--- config.mk ---
export PLATFORM = sky130hd
export DESIGN_NAME = gf2n_pow_seq_flat
export DESIGN_NICKNAME = d
export VERILOG_FILES = /design/src/rtl/gf2n_pow_seq_if.sv /design/src/rtl/gf2n_pow_seq.sv /design/src/flat_wrapper.sv
export SDC_FILE = /design/constraint.sdc
export NUM_CORES = 1
export LEC_CHECK = 0
export ABC_AREA = 0
export BUFFER_PORTS_ARGS = -buffer_cell sky130_fd_sc_hd__clkbuf_2
export CAP_MARGIN = 20
export CORE_UTILIZATION = 59
export CTS_BUF_LIST = sky130_fd_sc_hd__clkbuf_4 sky130_fd_sc_hd__clkbuf_8
export DETAILED_ROUTE_END_ITERATION = 6
export PLACE_DENSITY = 0.82
export SLEW_MARGIN = 30
export SYNTH_ARGS = -nofsm -noshare
export SYNTH_HDL_FRONTEND = slang
export SYNTH_SLANG_ARGS = --single-unit
--- constraint.sdc ---
create_clock -name clk -period 3.3 [get_ports clk]
set_input_delay 0.165 -clock clk [delete_from_list [all_inputs] [get_ports clk]]
set_output_delay 0.165 -clock clk [all_outputs]
set_load 0.02 [all_outputs]
--- src/rtl/gf2n_pow_seq_if.sv ---
// Handshake bundle for the GF(2^N) exponentiation engine.
// The master side supplies operands and consumes results; the slave side is the engine.
interface gf2n_pow_seq_if #(
    parameter int N  = 6,
    parameter int EW = 6
);
    logic          in_valid;
    logic          in_ready;
    logic [N-1:0]  x;
    logic [EW-1:0] e;
    logic          out_valid;
    logic          out_ready;
    logic [N-1:0]  y;
    logic          busy;

    modport master (
        output in_valid, x, e, out_ready,
        input  in_ready, out_valid, y, busy
    );

    modport slave (
        input  in_valid, x, e, out_ready,
        output in_ready, out_valid, y, busy
    );
endinterface

--- src/rtl/gf2n_pow_seq.sv ---
// Constant-time sequential exponentiation y = x^e in GF(2^N), polynomial basis.
// Left-to-right square-and-multiply: one exponent bit per clock, always EW clocks,
// regardless of x or e. e = 2^N-2 gives the field inverse.
module gf2n_pow_seq #(
    parameter int         N    = 6,
    parameter logic [N:0] POLY = 7'h43,
    parameter int         EW   = 6
) (
    input  logic          clk,
    input  logic          rst,
    gf2n_pow_seq_if.slave io_bus
);

    localparam int PW = 2 * N - 1;
    localparam int CW = (EW > 1) ? $clog2(EW) : 1;

    typedef enum logic [1:0] {
        IDLE = 2'd0,
        RUN  = 2'd1,
        DONE = 2'd2
    } state_t;

    state_t        r_state;
    state_t        w_state_nxt;

    logic [N-1:0]  r_acc;
    logic [N-1:0]  r_xr;
    logic [EW-1:0] r_er;
    logic [CW-1:0] r_cnt;
    logic [N-1:0]  r_y;

    logic [N-1:0]  w_sq;
    logic [N-1:0]  w_sqm;
    logic [N-1:0]  w_step;
    logic          w_ebit;
    logic          w_last;

    // Carry-less NxN product followed by reduction modulo POLY, top bit first so
    // each fold can only disturb lower bits that are reduced later.
    function automatic logic [N-1:0] gf_mul(input logic [N-1:0] a, input logic [N-1:0] b);
        logic [PW-1:0] p;
        p = '0;
        for (int i = 0; i < N; i++) begin
            if (b[i]) begin
                p = p ^ (PW'(a) << i);
            end
        end
        for (int k = PW - 1; k >= N; k--) begin
            if (p[k]) begin
                p = p ^ (PW'(POLY) << (k - N));
            end
        end
        return p[N-1:0];
    endfunction

    // Square, then conditionally multiply by the base, chained in one cycle.
    always_comb begin
        w_ebit = r_er[r_cnt];
        w_last = (r_cnt == '0);
        w_sq   = gf_mul(r_acc, r_acc);
        w_sqm  = gf_mul(w_sq, r_xr);
        w_step = w_ebit ? w_sqm : w_sq;
    end

    // State register.
    always_ff @(posedge clk) begin
        if (rst) begin
            r_state <= IDLE;
        end else begin
            r_state <= w_state_nxt;
        end
    end

    // Next-state and handshake outputs; in_ready/busy/out_valid are pure state decodes.
    always_comb begin
        w_state_nxt      = r_state;
        io_bus.in_ready  = 1'b0;
        io_bus.busy      = 1'b0;
        io_bus.out_valid = 1'b0;
        case (r_state)
            IDLE: begin
                io_bus.in_ready = 1'b1;
                if (io_bus.in_valid) begin
                    w_state_nxt = RUN;
                end
            end
            RUN: begin
                io_bus.busy = 1'b1;
                if (w_last) begin
                    w_state_nxt = DONE;
                end
            end
            DONE: begin
                io_bus.out_valid = 1'b1;
                if (io_bus.out_ready) begin
                    w_state_nxt = IDLE;
                end
            end
            default: begin
                w_state_nxt = IDLE;
            end
        endcase
    end

    // Operand capture, per-bit accumulator update and result latch.
    always_ff @(posedge clk) begin
        if (rst) begin
            r_acc <= '0;
            r_xr  <= '0;
            r_er  <= '0;
            r_cnt <= '0;
            r_y   <= '0;
        end else begin
            case (r_state)
                IDLE: begin
                    if (io_bus.in_valid) begin
                        r_xr  <= io_bus.x;
                        r_er  <= io_bus.e;
                        r_acc <= N'(1);
                        r_cnt <= CW'(EW - 1);
                    end
                end
                RUN: begin
                    r_acc <= w_step;
                    r_cnt <= r_cnt - 1'b1;
                    if (w_last) begin
                        r_y <= w_step;
                    end
                end
                default: begin
                end
            endcase
        end
    end

    assign io_bus.y = r_y;

endmodule

--- src/flat_wrapper.sv ---
// flat-port wrapper written by rule: the top's interface ports become plain ports
module gf2n_pow_seq_flat 
#(
    parameter int         N    = 6,
    parameter logic [N:0] POLY = 7'h43,
    parameter int         EW   = 6
)
  (clk, rst, io_bus_in_valid, io_bus_x, io_bus_e, io_bus_out_ready, io_bus_in_ready, io_bus_out_valid, io_bus_y, io_bus_busy);
  gf2n_pow_seq_if #(.N(N), .EW(EW)) io_bus_i ();
  input  logic clk;
  input  logic rst;
  input wire logic [$bits(io_bus_i.in_valid)-1:0] io_bus_in_valid;
  input wire logic [$bits(io_bus_i.x)-1:0] io_bus_x;
  input wire logic [$bits(io_bus_i.e)-1:0] io_bus_e;
  input wire logic [$bits(io_bus_i.out_ready)-1:0] io_bus_out_ready;
  output wire logic [$bits(io_bus_i.in_ready)-1:0] io_bus_in_ready;
  output wire logic [$bits(io_bus_i.out_valid)-1:0] io_bus_out_valid;
  output wire logic [$bits(io_bus_i.y)-1:0] io_bus_y;
  output wire logic [$bits(io_bus_i.busy)-1:0] io_bus_busy;
  assign io_bus_i.in_valid = io_bus_in_valid;
  assign io_bus_i.x = io_bus_x;
  assign io_bus_i.e = io_bus_e;
  assign io_bus_i.out_ready = io_bus_out_ready;
  assign io_bus_in_ready = io_bus_i.in_ready;
  assign io_bus_out_valid = io_bus_i.out_valid;
  assign io_bus_y = io_bus_i.y;
  assign io_bus_busy = io_bus_i.busy;
  gf2n_pow_seq #(.N(N), .POLY(POLY), .EW(EW)) u_core (.clk(clk), .rst(rst), .io_bus(io_bus_i));
endmodule
==> results.ini, run 1 <==
[final_layout]
drive_gt1_share_pct = 20.4
diodes = 0
layout_common_cells = 51 x nand2_1, 29 x dfxtp_1, 24 x clkbuf_2
syn_to_final_growth_pct = 6.37
fin_area_mm2 = 0.00209
layout_commonest_cell = nand2_1
final_cells = 289
num-nets-final = 263

[critical_path]
r2r_end = u_core.io_bus.y[1]
timing.reg2reg.setup_slack_ns = 0.79
rr_startpoint = u_core.r_acc[5]
cp-start-kind = flop
crit_fanout = 14
critPathCaptureType = flop
cp-startpoint = u_core.r_acc[5]
critPathRequiredTime_ns = 3.50
arrival_ns = 2.71
critical_path_class = reg2reg
reg2reg_depth = 7

[floorplan]
coreArea_mm2 = 0.00310
io_pins = 25
placementRows = 20
design.die.area_mm2 = 0.00356
die_y_um = 59.7
start_util_pct = 63.3
die_w_um = 59.7

[cts]
cts_buffers = 5
root_buffer = clkbuf_4
htreeDepth = 2
cts_tree = done
cts_resized = 0
cts_buffer_depth = 2
clk_latency_ns = 0.33
clkTransAtPathRegs_ns = 0.09
ctsHoldBuffers = 0
cts_sinks = 29
post-cts-setup-buffer-count = 0

[yosys]
syn-num-nets = 251
synth.distinct_cells = 50
yosysSeqAreaShare_pct = 29.6
synth_cells = 233
synth_edf_count = 0
synthSimpleGateAreaFrac_pct = 22.9
synth.cell_area_mm2 = 0.00196
synth_top_family_by_area = simple AND/OR/NAND/NOR gates
syn_avg_cell_area_um2 = 8.43
synth.largest_area_cell = dfxtp_1
ys_seq_elements = 29
synth-adder-area-share_pct = 1.27
synth_xor_area_share_pct = 14.9
ys_async_sr_fraction_pct = 0
synth_compound_area_share_pct = 18.6
synth_area_leaders = dfxtp_1 30%, nand2_1 9.8%, a21oi_1 5.9%
ys_warn_count = 0
synthMuxAreaShare_pct = 6.31
synth_ff_type = dfxtp_1
synth_top_area_share_pct = 29.6

[sta]
finClkSkew_ns = 0.00659
slew_violations = 0
hold_viol = 0
max_freq_ghz = 0.398
finalSetupViolCount = 0
fin_crit_ns = 2.51
rsz0062_at_grt = no
fin_hold_ws_ns = 0.0422
min_period_over_period_pct = 76.2
slew_headroom_pct = 41.6
setup_tns_ns = 0
worst_pin_slew_ns = 0.874

[power_and_ir_drop]
p_leak_nw = 0.876
peakVddDrop_uv = 306
powerDensity_mw_per_mm2 = 403

[status]
status = finished, final reports clean

[routing]
drc = 0
routedWlPerCell_um = 13.4
final_antenna_net_count = 0
wirelength_um = 3860
vias = 1603
drt_iter0_drc = 54
dr.pass1.iters = 4
avgViaCountPerCell = 5.55

[place]
post-dp-hpwl_um = 2750
port_buffers = 24
dpl_cell_area_mm2 = 0.00203
place_congestion = 0.836
dp.cells = 282

[global_routing]
antenna_found_initial = 0
grt.total_usage_pct = 25.6
grt_pass1_vias = 1525
grt_pass1_wl_um = 6820
grt_max_degree = 32
grt_overflow = 0

[min_path]
min_to = u_core.r_er[4]
hold_class = in2reg
whs_path_depth = 3
hp-start = io_bus_e[4]

[job]
maxCapViolations = 0

-- cells by family (layout without fill, tap and decap cells) --
family | after synthesis | count (layout)
AO/OA/AOI/OAI | 53 | 53
flip-flops | 29 | 29
buffers and inverters | 24 | 36
multiplexers | 10 | 10
AND/OR/NAND/NOR | 93 | 93
adder cells (fa/ha/maj) | 2 | 2
XOR/XNOR | 22 | 22
-- Yosys cell counts (4+ instances only) --
cell and number:
nand2b_1 4, xor2_1 9, xnor2_1 6, a211oi_1 6
a21oi_1 23, inv_1 4, dfxtp_1 29, buf_2 5
nor2_1 15, mux2_2 5, o21ai_0 5, clkbuf_1 7
nand2_1 51, xnor3_1 5
-- flip-flops by register name, summed over array words and instances (netlist names) --
name,flops
u_core.io_bus.y,6
u_core.r_xr,6
u_core.r_er,6
u_core.r_state,2
u_core.r_cnt,3
u_core.r_acc,6
-- report_power, final --
group | switching (mW) | internal (mW)
sequential | 0.0362 | 0.380
combinational | 0.119 | 0.0750
clock | 0.122 | 0.109
-- worst max-delay path: stages, from the launching register on --
cell	delay [ns]
dfxtp_1	0.62
xor2_1	0.44
nand2_1	0.14
xnor3_2	0.42
xnor3_1	0.36
nor2b_4	0.14
a211oi_1	0.19
nor3_1	0.08
-- final cells by class --
cell class	count	area, um^2
fillers	289	1010
inverters	5	18.8
well taps	44	55.1
repair buffers	24	120
flip-flops and latches	29	581
multi-input cells	180	1250
clock buffers	7	58.8
-- layer usage --
layer  up-vias  share of wire, %  GRT usage (%)
met4         0               2.1           9.97
met2        24                44           37.6
li1        832                 -              -
met5         -                 0              0
met3         8               3.1           5.41
met1       739                50           36.7
-- how the worst max path moves through the flow --
stage | endpoint | slack (ns) | cells after the start
after floorplan | u_core.r_acc[1] | 1.23 | 8
after global placement | u_core.r_acc[1] | 0.90 | 7
after detailed placement | u_core.r_acc[1] | 0.83 | 7
after CTS | u_core.r_acc[1] | 0.81 | 7
after global routing | u_core.io_bus.y[1] | 0.56 | 7
final | u_core.io_bus.y[1] | 0.79 | 7
-- per-stage QoR --
step | total power [mW] | util, % | setup WS, ns
2_1_floorplan | 0.573 | - | 1.23
3_3_place_gp | 0.613 | 65.4 | 0.898
3_5_place_dp | 0.617 | 65.4 | 0.828
4_1_cts | 0.842 | 67.3 | 0.812
5_1_grt | 0.885 | 67.3 | 0.557
6_report | 0.841 | 67.3 | 0.787
Power figures use the tool's default switching activity.
==> inputs of run 2 (changes only) <==
CORE_UTILIZATION = 54   (was 59)
PLACE_DENSITY = 0.79   (was 0.82)
clock period = 2.05 ns   (was 3.3 ns; I/O delays follow)
==> run 2 against run 1 <==
Effect of this change:
- the flow now finishes with violations (negative hold slack, negative setup slack)
- total power up 71%
- clock skew about the same
- via count grew 14%
- largest power group unchanged
- highest routed layer unchanged
==> results.ini, run 2 (synthesis gave the netlist of run 1 again) <==
[critical_path]
rr_startpoint = u_core.r_acc[4]
cp-startpoint = u_core.r_acc[4]
cpPeakStageDelay_ns = 0.38  ; -0.24 ns
arrival_ns = 2.29  ; -0.42 ns
cp_top_family = XOR/XNOR gates
crit_cells = 8  ; +1
path_common_cell = xnor2_2
reg2reg_depth = 8  ; +1
crit_end = u_core.r_acc[2]
critPathRequiredTime_ns = 2.23  ; -1.27 ns
critPathCaptureType = flop
cp_cell_sequence = buf_6 -> mux2_4 -> a221oi_4 -> xnor2_2 -> xnor2_2 -> xor2_1 -> a2bb2oi_2 -> a311oi_1
cp-start-kind = flop
critical_path_class = reg2reg
crit_fanout = 6  ; -8
crit_buf_inv = 1  ; +1
slowest_stage = dfxtp_4
timing.reg2reg.setup_slack_ns = -0.06  ; -0.85 ns
r2r_end = u_core.r_acc[2]

[routing]
wirelength_um = 5140  ; +33%
dr.pass1.iters = 4  ; unchanged
avgViaCountPerCell = 5.53  ; -0.22%
vias = 1832  ; +14%
final_antenna_net_count = 0  ; unchanged
drt_iter0_drc = 85  ; +57%
drc = 0  ; unchanged
routedWlPerCell_um = 15.5  ; +16%

[floorplan]
placementRows = 21  ; +5.0%
die_w_um = 62.3  ; +4.4%
die_y_um = 62.3  ; +4.4%
start_util_pct = 57.5  ; -5.8 points
io_pins = 25  ; unchanged
coreArea_mm2 = 0.00342  ; +10%
design.die.area_mm2 = 0.00388  ; +8.9%

[final_layout]
num-nets-final = 303  ; +15%
n_fill_cell = 234  ; -19%
diodes = 0  ; unchanged
layout_common_cells = 51 x nand2_1, 30 x buf_4, 24 x clkbuf_2
utilization_pct = 75.2  ; +7.9 points
layout_commonest_cell = nand2_1
syn_to_final_growth_pct = 30.8
final_cells = 331  ; +15%
drive_gt1_share_pct = 37.2  ; +17 points

[sta]
fin_crit_ns = 2.11  ; -0.405 ns
finalSetupViolCount = 6  ; +6
slew_headroom_pct = 58.4  ; +17 points
fin_hold_ws_ns = -0.0105  ; -0.0527 ns
fin_ws_ns = -0.0586  ; -0.845 ns
slew_violations = 0  ; unchanged
worst_pin_slew_ns = 0.623  ; -0.250 ns
max_freq_ghz = 0.474  ; +19%
min_period_over_period_pct = 103  ; +27 points
hold_viol = 1  ; +1
rsz0062_at_grt = yes
finClkSkew_ns = 0.00682  ; +0.000226 ns

[power_and_ir_drop]
peakVddDrop_uv = 538  ; +76%
p_leak_nw = 1.10  ; +26%
powerDensity_mw_per_mm2 = 560  ; +39%

[cts]
cts_buffers = 5  ; unchanged
clkTransAtPathRegs_ns = 0.09  ; about the same
cts_buffer_depth = 2  ; unchanged
root_buffer = clkbuf_4
cts_tree = done
clk_latency_ns = 0.32  ; about the same
cts_sinks = 29  ; unchanged
htreeDepth = 2  ; unchanged

[place]
post-dp-hpwl_um = 3240  ; +18%
place_congestion = 0.838  ; +0.28%
port_buffers = 24  ; unchanged
dp.cells = 313  ; +11%

[global_routing]
grt_pass1_vias = 1834  ; +20%
antenna_found_initial = 0  ; unchanged
grt_max_degree = 32  ; unchanged
grt.total_usage_pct = 26.8  ; +1.1 points
grt_overflow = 0  ; unchanged
grt_pass1_wl_um = 8350  ; +22%

[job]
maxCapViolations = 0  ; unchanged

[min_path]
hold_class = in2reg

[status]
status = complete, but fails checks
violations = negative hold slack, negative setup slack

run 2: cell types whose count changed in the layout (fill, tap and decap cells not counted), sizes merged:
cell / previous run / this run
buf: 0 / 32
dlygate4sd3: 0 / 8
run 2: layout make-up:
cell class,count,area (um^2),area share [%]
multi-input combinational,180,1380,53.9
sequential,29,601,23.4
timing repair buffer,64,448,17.4
clock buffer,7,58.8,2.29
tap,46,57.6,2.24
inverter,5,18.8,0.731
run 2: worst min path at each step:
stage	from	to	slack [ns]	depth (start not counted)
after global placement	io_bus_e[1]	u_core.r_er[1]	0.33	3
after CTS	io_bus_x[2]	u_core.r_xr[2]	0.001	3
final	io_bus_x[1]	u_core.r_xr[1]	-0.01	3
after floorplan	io_bus_e[0]	u_core.r_er[0]	0.24	2
after global routing	io_bus_x[1]	u_core.r_xr[1]	0.01	3
after detailed placement	io_bus_e[1]	u_core.r_er[1]	0.33	3
run 2: repair_timing:
action	CTS	global route
pin swaps	6	6
setup buffers	1	2
hold buffers	8	0
cloned	0	0
resized for setup	11	23
hold endpoints to repair	8	0
setup endpoints to repair	8	12
run 2: through the flow:
stage,setup TNS [ns],cell area [um^2],worst slack [ns],total power [mW]
floorplan,0,1970,0.00566,0.923
global placement,-0.230,2260,-0.0862,1.04
detailed placement,-0.500,2260,-0.116,1.04
CTS,0,2450,0.00208,1.41
global route,-0.952,2570,-0.148,1.52
finish,-0.141,2570,-0.0586,1.44
run 2: report_power, final:
group / total [mW] / internal (mW) / switching [mW]
clock network: 0.360 / 0.175 / 0.185
logic: 0.421 / 0.181 / 0.240
registers: 0.656 / 0.611 / 0.0456
run 2: routing by layer:
metal / vias to the layer above / wire length [um] / track usage (%)
li1: 900 / - / -
met1: 867 / 2200 / 34.3
met2: 52 / 2570 / 46.4
met3: 13 / 222 / 4.23
met4: 0 / 147 / 7.56
met5: - / 0 / 0
run 2: worst reg2reg max path, stage by stage (launching register included):
cell       delay, ns
dfxtp_4         0.38
buf_6           0.13
mux2_4          0.29
a221oi_4        0.29
xnor2_2         0.14
xnor2_2         0.25
xor2_1          0.22
a2bb2oi_2       0.18
a311oi_1        0.10
